$ cat src/rtl/fight_pkg.sv
// Shared state codes and attacker FSM type for the fight hit-resolution logic.
package fight_pkg;

  localparam logic [3:0] StBasicStart  = 4'd3;
  localparam logic [3:0] StBasicActive = 4'd4;
  localparam logic [3:0] StBasicRecov  = 4'd5;
  localparam logic [3:0] StDirStart    = 4'd6;
  localparam logic [3:0] StDirActive   = 4'd7;
  localparam logic [3:0] StDirRecov    = 4'd8;
  localparam logic [3:0] StBlock       = 4'd9;

  typedef enum logic [1:0] {
    AtkIdle,
    AtkArmed,
    AtkSpent
  } atk_state_e;

  function automatic logic is_active(logic [3:0] s);
    return (s == StBasicActive) || (s == StDirActive);
  endfunction

endpackage

$ cat src/rtl/hit_resolver_if.sv
// Player-state inputs and hit-result outputs of the hit resolver, bundled as one interface.
interface hit_resolver_if #(
  parameter int unsigned X_W = 10
);
  logic [3:0]     p1_state;
  logic [3:0]     p2_state;
  logic [X_W-1:0] p1_x;
  logic [X_W-1:0] p2_x;
  logic           hit_p1;
  logic           hit_p2;
  logic [1:0]     hit_dir;
  logic           trade;
  logic           p1_invuln;
  logic           p2_invuln;
  logic           blk_p1;
  logic           blk_p2;

  modport master (
    output p1_state, p2_state, p1_x, p2_x,
    input  hit_p1, hit_p2, hit_dir, trade, p1_invuln, p2_invuln, blk_p1, blk_p2
  );

  modport slave (
    input  p1_state, p2_state, p1_x, p2_x,
    output hit_p1, hit_p2, hit_dir, trade, p1_invuln, p2_invuln, blk_p1, blk_p2
  );
endinterface

$ cat src/rtl/hit_channel.sv
// One attack direction: attacker IDLE/ARMED/SPENT FSM, victim invulnerability counter and
// registered hit/block/direction pulses.
module hit_channel
  import fight_pkg::*;
#(
  parameter int unsigned INVULN_CYCLES = 8,
  parameter int unsigned CNT_W         = 8,
  parameter bit          BlockEn       = 1'b0
) (
  input  logic       clk,
  input  logic       reset,
  input  logic [3:0] atk_state_i,
  input  logic       overlap_i,
  input  logic       victim_block_i,
  output logic       hit_o,
  output logic       blk_o,
  output logic       dir_o,
  output logic       invuln_o
);

  localparam logic [CNT_W-1:0] LoadHit = CNT_W'(INVULN_CYCLES);
  localparam logic [CNT_W-1:0] LoadBlk = CNT_W'(INVULN_CYCLES / 2);

  atk_state_e       st_q, st_d, st_eff;
  logic [3:0]       prev_q;
  logic [CNT_W-1:0] cnt_q, cnt_d;
  logic             hit_q, hit_d, blk_q, blk_d, dir_q, dir_d;
  logic             connect, blocked;

  always_comb begin
    st_eff  = st_q;
    st_d    = st_q;
    connect = 1'b0;
    blocked = BlockEn && victim_block_i;
    cnt_d   = (cnt_q != '0) ? cnt_q - CNT_W'(1) : '0;
    hit_d   = 1'b0;
    blk_d   = 1'b0;
    dir_d   = 1'b0;

    // Arming takes effect in the same cycle, so the first active cycle can already connect.
    // A direct 4 <-> 7 change is a fresh attack and re-arms a spent attacker.
    if (!is_active(atk_state_i)) begin
      st_eff = AtkIdle;
    end else if (st_q == AtkIdle || atk_state_i != prev_q) begin
      st_eff = AtkArmed;
    end

    connect = (st_eff == AtkArmed) && overlap_i && (cnt_q == '0);
    st_d    = connect ? AtkSpent : st_eff;

    if (connect) begin
      cnt_d = blocked ? LoadBlk : LoadHit;
      hit_d = !blocked;
      blk_d = blocked;
      dir_d = (atk_state_i == StDirActive);
    end
  end

  always_ff @(posedge clk) begin
    if (reset) begin
      st_q   <= AtkIdle;
      prev_q <= '0;
      cnt_q  <= '0;
      hit_q  <= 1'b0;
      blk_q  <= 1'b0;
      dir_q  <= 1'b0;
    end else begin
      st_q   <= st_d;
      prev_q <= atk_state_i;
      cnt_q  <= cnt_d;
      hit_q  <= hit_d;
      blk_q  <= blk_d;
      dir_q  <= dir_d;
    end
  end

  assign hit_o    = hit_q;
  assign blk_o    = BlockEn ? blk_q : 1'b0;
  assign dir_o    = dir_q;
  assign invuln_o = (cnt_q != '0);

endmodule

$ cat src/rtl/hit_resolver.sv
// Registered hit resolver: facing, hit/hurt geometry and two per-direction hit channels.
// Optional blocking (state code 9) is enabled by defining HIT_BLOCK_EN.
module hit_resolver
  import fight_pkg::*;
#(
  parameter int unsigned X_W           = 10,
  parameter int unsigned PLAYER_W      = 64,
  parameter int unsigned BASIC_REACH   = 70,
  parameter int unsigned BASIC_HURT    = 60,
  parameter int unsigned DIR_REACH     = 40,
  parameter int unsigned DIR_HURT      = 30,
  parameter int unsigned INVULN_CYCLES = 8,
  parameter int unsigned CNT_W         = 8
) (
  input  logic           clk,
  input  logic           reset,
  hit_resolver_if.slave  bus
);

`ifdef HIT_BLOCK_EN
  localparam bit BlockEn = 1'b1;
`else
  localparam bit BlockEn = 1'b0;
`endif

  localparam int unsigned SW = X_W + 2;
  typedef logic signed [SW-1:0] sx_t;

  sx_t  x1, x2;
  logic p1_right;
  logic p1_strikes, p2_strikes;
  logic p1_blocking, p2_blocking;

  // Two extra bits keep x+body+reach positive and x-reach representable without wrap.
  function automatic logic strikes(sx_t ax, logic [3:0] ast, logic ar,
                                   sx_t vx, logic [3:0] vst, logic vr);
    sx_t reach, ext, a_lo, a_hi, v_lo, v_hi;
    reach = (ast == StDirActive) ? sx_t'(DIR_REACH) : sx_t'(BASIC_REACH);
    ext   = '0;
    if (vst == StBasicActive || vst == StBasicRecov) begin
      ext = sx_t'(BASIC_HURT);
    end else if (vst == StDirActive || vst == StDirRecov) begin
      ext = sx_t'(DIR_HURT);
    end
    if (ar) begin
      a_lo = ax + sx_t'(PLAYER_W);
      a_hi = a_lo + reach - sx_t'(1);
    end else begin
      a_lo = ax - reach;
      a_hi = ax - sx_t'(1);
    end
    v_lo = vx;
    v_hi = vx + sx_t'(PLAYER_W) - sx_t'(1);
    if (vr) begin
      v_hi = v_hi + ext;
    end else begin
      v_lo = v_lo - ext;
    end
    return (a_lo <= v_hi) && (v_lo <= a_hi);
  endfunction

  assign x1       = sx_t'({2'b00, bus.p1_x});
  assign x2       = sx_t'({2'b00, bus.p2_x});
  assign p1_right = (bus.p1_x <= bus.p2_x);

  assign p1_strikes = strikes(x1, bus.p1_state, p1_right, x2, bus.p2_state, !p1_right);
  assign p2_strikes = strikes(x2, bus.p2_state, !p1_right, x1, bus.p1_state, p1_right);

  assign p1_blocking = BlockEn && (bus.p1_state == StBlock);
  assign p2_blocking = BlockEn && (bus.p2_state == StBlock);

  hit_channel #(
    .INVULN_CYCLES (INVULN_CYCLES),
    .CNT_W         (CNT_W),
    .BlockEn       (BlockEn)
  ) u_p1_on_p2 (
    .clk            (clk),
    .reset          (reset),
    .atk_state_i    (bus.p1_state),
    .overlap_i      (p1_strikes),
    .victim_block_i (p2_blocking),
    .hit_o          (bus.hit_p2),
    .blk_o          (bus.blk_p2),
    .dir_o          (bus.hit_dir[1]),
    .invuln_o       (bus.p2_invuln)
  );

  hit_channel #(
    .INVULN_CYCLES (INVULN_CYCLES),
    .CNT_W         (CNT_W),
    .BlockEn       (BlockEn)
  ) u_p2_on_p1 (
    .clk            (clk),
    .reset          (reset),
    .atk_state_i    (bus.p2_state),
    .overlap_i      (p2_strikes),
    .victim_block_i (p1_blocking),
    .hit_o          (bus.hit_p1),
    .blk_o          (bus.blk_p1),
    .dir_o          (bus.hit_dir[0]),
    .invuln_o       (bus.p1_invuln)
  );

  assign bus.trade = bus.hit_p1 & bus.hit_p2;

endmodule

$ cat src/flat_wrapper.sv
// flat-port wrapper written by rule: the top's interface ports become plain ports
module hit_resolver_flat import fight_pkg::*;
#(
  parameter int unsigned X_W           = 10,
  parameter int unsigned PLAYER_W      = 64,
  parameter int unsigned BASIC_REACH   = 70,
  parameter int unsigned BASIC_HURT    = 60,
  parameter int unsigned DIR_REACH     = 40,
  parameter int unsigned DIR_HURT      = 30,
  parameter int unsigned INVULN_CYCLES = 8,
  parameter int unsigned CNT_W         = 8
)
  (clk, reset, bus_p1_state, bus_p2_state, bus_p1_x, bus_p2_x, bus_hit_p1, bus_hit_p2, bus_hit_dir, bus_trade, bus_p1_invuln, bus_p2_invuln, bus_blk_p1, bus_blk_p2);
  hit_resolver_if #(.X_W(X_W)) bus_i ();
  input  logic clk;
  input  logic reset;
  input wire logic [$bits(bus_i.p1_state)-1:0] bus_p1_state;
  input wire logic [$bits(bus_i.p2_state)-1:0] bus_p2_state;
  input wire logic [$bits(bus_i.p1_x)-1:0] bus_p1_x;
  input wire logic [$bits(bus_i.p2_x)-1:0] bus_p2_x;
  output wire logic [$bits(bus_i.hit_p1)-1:0] bus_hit_p1;
  output wire logic [$bits(bus_i.hit_p2)-1:0] bus_hit_p2;
  output wire logic [$bits(bus_i.hit_dir)-1:0] bus_hit_dir;
  output wire logic [$bits(bus_i.trade)-1:0] bus_trade;
  output wire logic [$bits(bus_i.p1_invuln)-1:0] bus_p1_invuln;
  output wire logic [$bits(bus_i.p2_invuln)-1:0] bus_p2_invuln;
  output wire logic [$bits(bus_i.blk_p1)-1:0] bus_blk_p1;
  output wire logic [$bits(bus_i.blk_p2)-1:0] bus_blk_p2;
  assign bus_i.p1_state = bus_p1_state;
  assign bus_i.p2_state = bus_p2_state;
  assign bus_i.p1_x = bus_p1_x;
  assign bus_i.p2_x = bus_p2_x;
  assign bus_hit_p1 = bus_i.hit_p1;
  assign bus_hit_p2 = bus_i.hit_p2;
  assign bus_hit_dir = bus_i.hit_dir;
  assign bus_trade = bus_i.trade;
  assign bus_p1_invuln = bus_i.p1_invuln;
  assign bus_p2_invuln = bus_i.p2_invuln;
  assign bus_blk_p1 = bus_i.blk_p1;
  assign bus_blk_p2 = bus_i.blk_p2;
  hit_resolver #(.X_W(X_W), .PLAYER_W(PLAYER_W), .BASIC_REACH(BASIC_REACH), .BASIC_HURT(BASIC_HURT), .DIR_REACH(DIR_REACH), .DIR_HURT(DIR_HURT), .INVULN_CYCLES(INVULN_CYCLES), .CNT_W(CNT_W)) u_core (.clk(clk), .reset(reset), .bus(bus_i));
endmodule
$ cat config.mk
export PLATFORM = sky130hd
export DESIGN_NAME = hit_resolver_flat
export DESIGN_NICKNAME = d
export VERILOG_FILES = /design/src/rtl/fight_pkg.sv /design/src/rtl/hit_resolver_if.sv /design/src/rtl/hit_channel.sv /design/src/rtl/hit_resolver.sv /design/src/flat_wrapper.sv
export SDC_FILE = /design/constraint.sdc
export NUM_CORES = 1
export LEC_CHECK = 0
export ABC_AREA = 1
export BUFFER_PORTS_ARGS = -buffer_cell sky130_fd_sc_hd__buf_2
export CAP_MARGIN = 20
export CORE_UTILIZATION = 58
export CTS_CLUSTER_SIZE = 28
export DETAILED_ROUTE_END_ITERATION = 7
export PLACE_DENSITY_LB_ADDON = 0.05
export SLEW_MARGIN = 20
export SYNTH_ARGS = -nofsm -noshare
export SYNTH_HDL_FRONTEND = slang
export SYNTH_HIERARCHICAL = 1
export SYNTH_SLANG_ARGS = --single-unit
$ cat constraint.sdc
create_clock -name clk -period 4.6 [get_ports clk]
set_input_delay 0.46 -clock clk [delete_from_list [all_inputs] [get_ports clk]]
set_output_delay 0.46 -clock clk [all_outputs]
set_load 0.01 [all_outputs]
* Word-level counts from Yosys, hierarchy flattened
Index checks and enable logic that the tools add are counted.
** Word-level totals
- Flip-flop bits (word level) :: 32
- Input port bits :: 30
- Output and inout port bits :: 9
- Word-level logic and storage cells :: 106
** Operators by class
- Add/sub/neg operators :: 18
- $lt $le $gt $ge :: 5
- Equality and inequality tests :: 12
- Muxes and demuxes :: 26
- Bitwise gates (word level) :: 5
- Reductions and logical operators :: 26
** Operators by type and width (number)
- $mux W12 :: 10
- $add A12 B12 Y12 :: 4
- $le A12 B12 Y1 :: 4
- $sub A11 B12 Y12 :: 4
- $sub A12 B2 Y12 const B :: 4
- $eq A4 B3 Y1 const B :: 6
- $add A10 B7 Y11 const B :: 2
- $sub A10 B1 Y11 const B :: 2
- $logic_not A8 Y1 :: 2
- $mux W4 :: 4
- $reduce_bool A8 Y1 :: 2
- $sub A8 B1 Y8 const B :: 2
- $mux W7 :: 2
- $mux W2 :: 6
- $le A10 B10 Y1 :: 1
- $mux W5 :: 2
- $eq A4 B4 Y1 const B :: 2
- $logic_or A1 B1 Y1 :: 8
- $ne A4 B4 Y1 :: 2
- $reduce_or A2 Y1 :: 4
- $logic_and A1 B1 Y1 :: 6
- $reduce_or A3 Y1 :: 2
- $eq A2 B1 Y1 const B :: 2
- $logic_not A2 Y1 :: 2
- other kinds (3) :: 7

* Logic depth before layout (Yosys ltp)
Gate-level depths: netlist of the first run.
- Depth after elaboration :: 12
- Gate-level depth with buffers :: 36
- Gate-level depth less buffers :: 36

* Hierarchy
The synthesis of the first run kept the hierarchy.
** Modules (own cells, without submodules)
- hit_resolver :: times used 1, cells an instance 948, area an instance 5793.1 µm², sequential area each 0.0 µm²
- hit_channel :: times used 2, cells an instance 111, area an instance 800.8 µm², sequential area each 320.3 µm²

* Worst setup path after synthesis of the first run
OpenSTA, ideal clock, no wires.
- Kind :: input -> register
- Start :: input port bus_p1_state[2]
- End :: register u_core.u_p2_on_p1.cnt_q[3]
- Library setup time :: 0.067 ns
- Data arrival time :: 4.329 ns
- Required time :: 4.533 ns
- Slack :: 0.204 ns
- Cell stages on the path :: 33
- Buffers on the path :: 0
- Cells stage by stage :: inv_1 > nor2_1 > inv_1 > nor3_1 > inv_1 > o21ai_0 > nor2_1 > fa_1 > o21ai_0 > nand2_1 > nand2_1 > nand2_2 > clkinv_1 > nand2_2 > nor2_4 > nand3_1 > nand2_1 > inv_1 > ha_1 > nand2_1 > inv_1 > nand3_1 > nor3_1 > nand2_1 > nand3_1 > nand2_1 > nand3_1 > nand2_1 > inv_1 > inv_1 > nor2_4 > nand2_2 > o21ai_2
** Between the ends
- Cells in the longest elaborated chain, start to end :: 11
- Elaborated cells between the ends (all ways) :: 18
- Those cells by class :: add/sub (2); order compare (2); eq/ne (4); mux (5); reduce/logical (5)
** Ends and longest elaborated chain
- from (decl) :: RTL line flat_wrapper.sv:17 : input wire logic [$bits(bus_i.p1_state)-1:0] bus_p1_state;
- $eq A4 B3 Y1 / $eq A4 B4 Y1 (equally long branches) :: RTL line hit_resolver.sv:42 : end else if (vst == StDirActive || vst == StDirRecov) begin
- $logic_or A1 B1 Y1 :: RTL line hit_resolver.sv:42
- $mux W5 :: RTL line hit_resolver.sv:42
- $mux W12 * :: RTL line hit_resolver.sv:40 : if (vst == StBasicActive || vst == StBasicRecov) begin
- $add A12 B12 Y12 / $sub A11 B12 Y12 (equally long branches) :: RTL line hit_resolver.sv:55, hit_resolver.sv:57
- $mux W12 :: RTL line hit_resolver.sv:54 : if (vr) begin
- $le A12 B12 Y1 :: RTL line hit_resolver.sv:59 : return (a_lo <= v_hi) && (v_lo <= a_hi);
- $logic_and A1 B1 Y1 * :: RTL line hit_resolver.sv:59
- named net u_core.p2_strikes :: RTL line hit_resolver.sv:31 : logic p1_strikes, p2_strikes;
- $logic_and A1 B1 Y1 * (2 in a row) :: RTL line hit_channel.sv:48 : connect = (st_eff == AtkArmed) && overlap_i && (cnt_q == '0);
- $mux W4 * :: RTL line hit_channel.sv:51 : if (connect) begin
- to (signal assigned) :: RTL line hit_channel.sv:70 : cnt_q <= cnt_d;
- to (decl) :: RTL line hit_channel.sv:26 : logic [CNT_W-1:0] cnt_q, cnt_d;
Mark *: on every way through the listed nets, which the timed path passes. The rest lies on a longest branch.
A chain may end at the register's enable or synchronous reset.

* Worst setup path in the final report of the first run
- Start :: input port bus_p1_state[2]
- End :: register u_core.u_p1_on_p2.dir_q, in the netlist u_core/u_p1_on_p2/dir_o
** Between the ends
- Cells in the longest elaborated chain, start to end :: 11
- Elaborated cells between the ends (all ways) :: 21
- Those cells by class :: add/sub (3); order compare (2); eq/ne (4); mux (5); bitwise (1); reduce/logical (6)
** Ends and longest elaborated chain
- $eq A4 B3 Y1 * :: RTL line hit_resolver.sv:38 : reach = (ast == StDirActive) ? sx_t'(DIR_REACH) : sx_t'(BASIC_REACH);
- $mux W7 * :: RTL line hit_resolver.sv:38
- $add A12 B12 Y12 :: RTL line hit_resolver.sv:47 : a_hi = a_lo + reach - sx_t'(1);
- $sub A12 B2 Y12 :: RTL line hit_resolver.sv:47
- $mux W12 :: RTL line hit_resolver.sv:45 : if (ar) begin
- $le A12 B12 Y1 :: RTL line hit_resolver.sv:59
- $logic_and A1 B1 Y1 * :: RTL line hit_resolver.sv:59
- named net u_core.p1_strikes :: RTL line hit_resolver.sv:31
- $logic_and A1 B1 Y1 * (2 in a row) :: RTL line hit_channel.sv:48
- $not A1 Y1 (no line) *
- $reduce_or A2 Y1 (no line) *
- to (signal assigned) :: RTL line hit_channel.sv:73 : dir_q <= dir_d;
- to (decl) :: RTL line hit_channel.sv:27 : logic hit_q, hit_d, blk_q, blk_d, dir_q, dir_d;
Marks and branches as above.

==> run summary, run 1 <==
Outcome: finished clean
Largest net degree at the start of global routing: 56
Post-synthesis net count: 1342
Core area: 12210 sq um
CTS buffer count: 5
I/O pins: 39
First-pass GRT wire length: 31040 microns
CP startpoint kind: primary input
Final WS setup: 379.3 ps
Syn_area_per_cell: 6.322 sq um
Layout Nets: 1387
Row cnt: 40
Skew final: 1.809 ps
Vias post-DR: 7164
Pwr/cell area: 284.5 nW/um^2
CTS tree: built
Crit Path Max Fanout: 4
Final max-slew violation count: 0
Clock buffer depth: 2
Yosys Warn Count: 6
ANT cells: 0
H-tree levels: 2
Worst Path Arrival: 4420 ps
Period minus WS final: 4221 ps
Cell Area, Placed: 7801 sq um
Setup WS pre-CTS: -45.70 ps
Final Hold Viols: 0
Initial antenna violation count: 0
Gpl congestion: 0.9247
TritonRoute pass-1 iters: 5
Congestion Overflow GR: 0
Post-Layout Cell Count: 1382
Pleak: 4.318 nW
CTS sink count: 32
WS Path Type: in -> reg
Final wirelength: 19050 microns
Remaining DRCs: 0
Peak supply drop: 0.0002383 V
Commonest non-fill, non-tap cell in the layout: nand2_1
Max-cap violation count: 0
Post-Syn Area: 7391 sq um
Clock Latency Late Sink: 270 ps
Vias in the first global route: 6518
CP delay by family, top: adder cells
Crit path capture type: flop
Mapped Cells: 1169
Hold Buf Count CTS: 0
Setup TNS: 0 ps
Detailed placer's ending HPWL: 16020 microns
Hold crit path type: in -> reg
Slowest stage delay, CP: 400 ps
Clock transition at path regs: 50 ps
Initial Utilization: 60.52%
Port buffer count: 36
Worst path bufs/invs: 7
Share of cells above drive strength 1: 12.44%
CP most frequent cell: inv_1
Final period utilization: 91.75%
Area Overhead vs Synth: 7.652%
Die area: 13200 sq um
Post-layout instance area: 7956 sq um
Slowest CP cell: fa_1
Drt wl/cell: 13.79 microns
Die Width: 114.9 microns
Die H: 114.9 microns
Root Buffer: clkbuf_16
Worst Path Required: 4800 ps
GRT Total Usage: 29.48%
Cell Count Post-Placement: 1375
Routed Antenna Nets: 0
Post-Route Utilization: 65.15%
# setup viols final: 0
DRT iter0 DRCs: 398
Routed vias/inst: 5.184
Maximum clock frequency: 236.9 MHz
Most frequent cells in the layout: 257 x nand2_1, 199 x inv_1, 133 x ha_1
[state kept, by name (all words and copies together), names as in the netlist]
signal / count
u_core/u_p1_on_p2/cnt_q: 8
u_core/u_p2_on_p1/cnt_q: 8
u_core/u_p1_on_p2/prev_q: 4
u_core/u_p2_on_p1/prev_q: 4
u_core/u_p1_on_p2/st_q: 2
u_core/u_p2_on_p1/st_q: 2
u_core/u_p1_on_p2/dir_o: 1
u_core/u_p1_on_p2/hit_o: 1
u_core/u_p2_on_p1/dir_o: 1
u_core/u_p2_on_p1/hit_o: 1
[what timing repair did]
item / CTS / global route
endpoints found under the setup margin: 0 / 10
buffers inserted: 0 / 0
resized for setup: 0 / 7
[stage by stage]
| stage | hold slack (ps) | power, mW |
|---|---|---|
| 2_1_floorplan | 423.3 | 1.580 |
| 3_3_place_gp | 436.4 | 1.909 |
| 3_5_place_dp | 446.0 | 1.935 |
| 4_1_cts | 459.1 | 2.258 |
| 5_1_grt | 479.0 | 2.495 |
| 6_report | 459.5 | 2.263 |
[report_power, final]
| group | internal, mW | switching (mW) |
|---|---|---|
| sequential | 0.351 | 0.0511 |
| clock | 0.196 | 0.112 |
| combinational | 0.574 | 0.979 |
| total | 1.12 | 1.14 |
[worst paths after layout]
check | endpoint | slack [ps] | from | depth (start not counted)
setup / recovery | u_core/u_p1_on_p2/dir_o$_SDFF_PP0_ | 380 | bus_p1_state[2] | 28
hold / removal | u_core/u_p1_on_p2/prev_q[2]$_SDFF_PP0_ | 460 | bus_p1_state[2] | 3
setup reg to reg | u_core/u_p2_on_p1/cnt_q[4]$_SDFF_PP0_ | 3370 | u_core/u_p2_on_p1/cnt_q[0]$_SDFF_PP0_ | 6
hold reg to reg | u_core/u_p2_on_p1/cnt_q[7]$_SDFF_PP0_ | 460 | u_core/u_p2_on_p1/cnt_q[7]$_SDFF_PP0_ | 2
[routing by layer]
metal | share of wire, % | wire length, microns | global-route usage, %
met1 | 50 | 9591 | 42.41
met3 | 4.3 | 817 | 2.688
met5 | 0 | 0 | 0
met2 | 45 | 8489 | 49.16
met4 | 0.80 | 153 | 3.030
[tightest hold or removal path, cell delays in order]
cell	delay [ps]
buf_2	90
inv_1	60
nor2_1	80
[layout make-up]
class / instances / area (sq um)
Tap cell: 168 / 210.2
Sequential cell: 32 / 640.6
Clock buffer: 6 / 128.9
Multi-Input combinational cell: 894 / 5777
Timing Repair Buffer: 58 / 357.8
Fill cell: 1214 / 4255
Inverter: 223 / 837.1
Clock inverter: 1 / 5.005
Note: power is estimated with default switching activity, not from simulation.
==> run 2: changes to the inputs <==
--- a/config.mk
+++ b/config.mk
@@ -8,7 +8,7 @@
 export ABC_AREA = 1
 export BUFFER_PORTS_ARGS = -buffer_cell sky130_fd_sc_hd__buf_2
 export CAP_MARGIN = 20
-export CORE_UTILIZATION = 58
+export CORE_UTILIZATION = 65
 export CTS_CLUSTER_SIZE = 28
 export DETAILED_ROUTE_END_ITERATION = 7
 export PLACE_DENSITY_LB_ADDON = 0.05
==> constraint.sdc (replaced) <==
create_clock -name clk -period 4.11 [get_ports clk]
set_input_delay 0.411 -clock clk [delete_from_list [all_inputs] [get_ports clk]]
set_output_delay 0.411 -clock clk [all_outputs]
set_load 0.01 [all_outputs]
==> run 2 against run 1 <==
  * The run now ends with setup timing left
  * Worst hold slack improved by 3.2 ps
  * Sequential power increased by 14%
  * Power increased by 25%
  * Critical path type unchanged
  * Critical endpoint is now u_core/u_p2_on_p1/dir_o$_SDFF_PP0_
  * Highest routed layer unchanged
==> run summary, run 2 (synthesized netlist as in run 1, its figures left out) <==
Row cnt: 38
Port buffer count: 36
Hold Buf Count CTS: 0
Failing checks: setup timing
Maximum clock frequency: 228.0 MHz
CTS tree: built
Commonest non-fill, non-tap cell in the layout: nand2_1
Final WS setup: -275.8 ps
First-pass GRT wire length: 32020 microns
Layout Nets: 1492
Setup WS pre-CTS: -429.2 ps
CTS sink count: 32
Largest net degree at the start of global routing: 34
TritonRoute pass-1 iters: 5
Outcome: finished with violations
Regs by FF count: u_core/u_p1_on_p2/cnt_q (8), u_core/u_p2_on_p1/cnt_q (8)
Routed Antenna Nets: 0
Worst Path Required: 4320 ps
Area Overhead vs Synth: 22.43%
Peak supply drop: 0.0003640 V
Pwr/cell area: 311.6 nW/um^2
Die area: 11800 sq um
Root Buffer: clkbuf_16
DRT iter0 DRCs: 629
WS Path Type: in -> reg
Vias post-DR: 8066
CP delay by family, top: simple AND/OR/NAND/NOR gates
Vias in the first global route: 7091
Worst Path Arrival: 4590 ps
Total internal power: 1.412 mW
Clock transition at path regs: 50 ps
Routed vias/inst: 5.528
Crit Path Max Fanout: 4
Share of cells above drive strength 1: 24.26%
Combinational power share: 71.4%
Reg-to-reg setup timing slack: 2830 ps
Fin Hold WS: 462.7 ps
H-tree levels: 2
GRT Total Usage: 34.39%
Drt wl/cell: 14.76 microns
CP startpoint kind: primary input
Initial antenna violation count: 0
CTS buffer count: 5
Clock share of power: 12.4%
# setup viols final: 9
Final Hold Viols: 0
Seq pwr share: 16.2%
Remaining DRCs: 0
Die Width: 108.6 microns
Post-Route Utilization: 82.75%
Most frequent cells in the layout: 249 x nand2_1, 186 x inv_1, 121 x ha_1
Sw frac: 49.91%
Unrepaired setup endpoints after global routing: true
Crit path capture type: flop
Initial Utilization: 67.59%
Post-layout instance area: 9049 sq um
Period minus WS final: 4386 ps
Final period utilization: 106.7%
Max-cap violation count: 0
Final wirelength: 21530 microns
Gpl congestion: 0.9754
Clock Latency Late Sink: 270 ps
Psw: 1.407 mW
Skew final: 3.159 ps
Clock buffer depth: 2
Die H: 108.6 microns
CP most frequent cell: nand2_1
Worst path bufs/invs: 12
Final max-slew violation count: 0
ANT cells: 0
Slowest stage delay, CP: 290 ps
Detailed placer's ending HPWL: 16750 microns
Core area: 10940 sq um
Congestion Overflow GR: 0
Pleak: 4.873 nW
Slowest CP cell: nor2_1
Cell Area, Placed: 8502 sq um
Hold crit path type: reg -> reg
I/O pins: 39
run 2: cell types whose count changed in the layout (fill, tap and decap cells not counted), sizes merged:
cell | previous run | this run
buf | 58 | 163
run 2: repair_timing:
| item | CTS | global route |
|---|---|---|
| pin swaps | 4 | 43 |
| buffers inserted | 1 | 9 |
| resized for setup | 14 | 76 |
| hold endpoints to repair | 0 | 0 |
| gates cloned | 0 | 0 |
| endpoints found under the setup margin | 10 | 10 |
run 2: path summary, 6_finish.rpt:
check,from,endpoint,cells after the start
hold reg to reg,u_core/u_p1_on_p2/cnt_q[0]$_SDFF_PP0_,u_core/u_p1_on_p2/cnt_q[0]$_SDFF_PP0_,1
hold / removal,u_core/u_p1_on_p2/cnt_q[0]$_SDFF_PP0_,u_core/u_p1_on_p2/cnt_q[0]$_SDFF_PP0_,1
setup reg to reg,u_core/u_p2_on_p1/cnt_q[0]$_SDFF_PP0_,u_core/u_p2_on_p1/cnt_q[3]$_SDFF_PP0_,7
setup / recovery,bus_p1_state[2],u_core/u_p2_on_p1/dir_o$_SDFF_PP0_,35
run 2: per-stage QoR:
step / instances / power [mW] / TNS, ps
final: 1459 / 2.820 / -1250
after global routing: 1459 / 3.049 / -3264
after CTS: 1450 / 2.679 / 0
after detailed placement: 1442 / 2.292 / -3898
after global placement: 1442 / 2.237 / -3221
after floorplan: 1169 / 1.769 / 0
run 2: power groups by stage:
| stage | logic (mW) | registers (mW) | clock network [mW] |
|---|---|---|---|
| 2_1_floorplan | 1.33 | 0.444 | 0 |
| 3_3_place_gp | 1.78 | 0.453 | 0 |
| 3_5_place_dp | 1.83 | 0.457 | 0 |
| 4_1_cts | 1.87 | 0.454 | 0.351 |
| 5_1_grt | 2.22 | 0.463 | 0.370 |
| 6_report | 2.01 | 0.457 | 0.351 |
run 2: cell type report:
| class | instances | area, sq um |
|---|---|---|
| Fill cell | 779 | 1887 |
| Multi-Input combinational cell | 894 | 6063 |
| Inverter | 223 | 839.6 |
| Clock buffer | 6 | 128.9 |
| Timing Repair Buffer | 163 | 1196 |
| Clock inverter | 1 | 5.005 |
| Sequential cell | 32 | 640.6 |
| Tap cell | 140 | 175.2 |
run 2: routing by layer:
metal,share of wire (%),global-route usage [%],wire [microns],vias up
li1,-,-,-,4028
met1,42,44.83,9078,3676
met2,48,59.22,10340,304
met3,7.0,4.961,1502,58
met4,2.8,8.687,610,0
met5,0,0,0,-
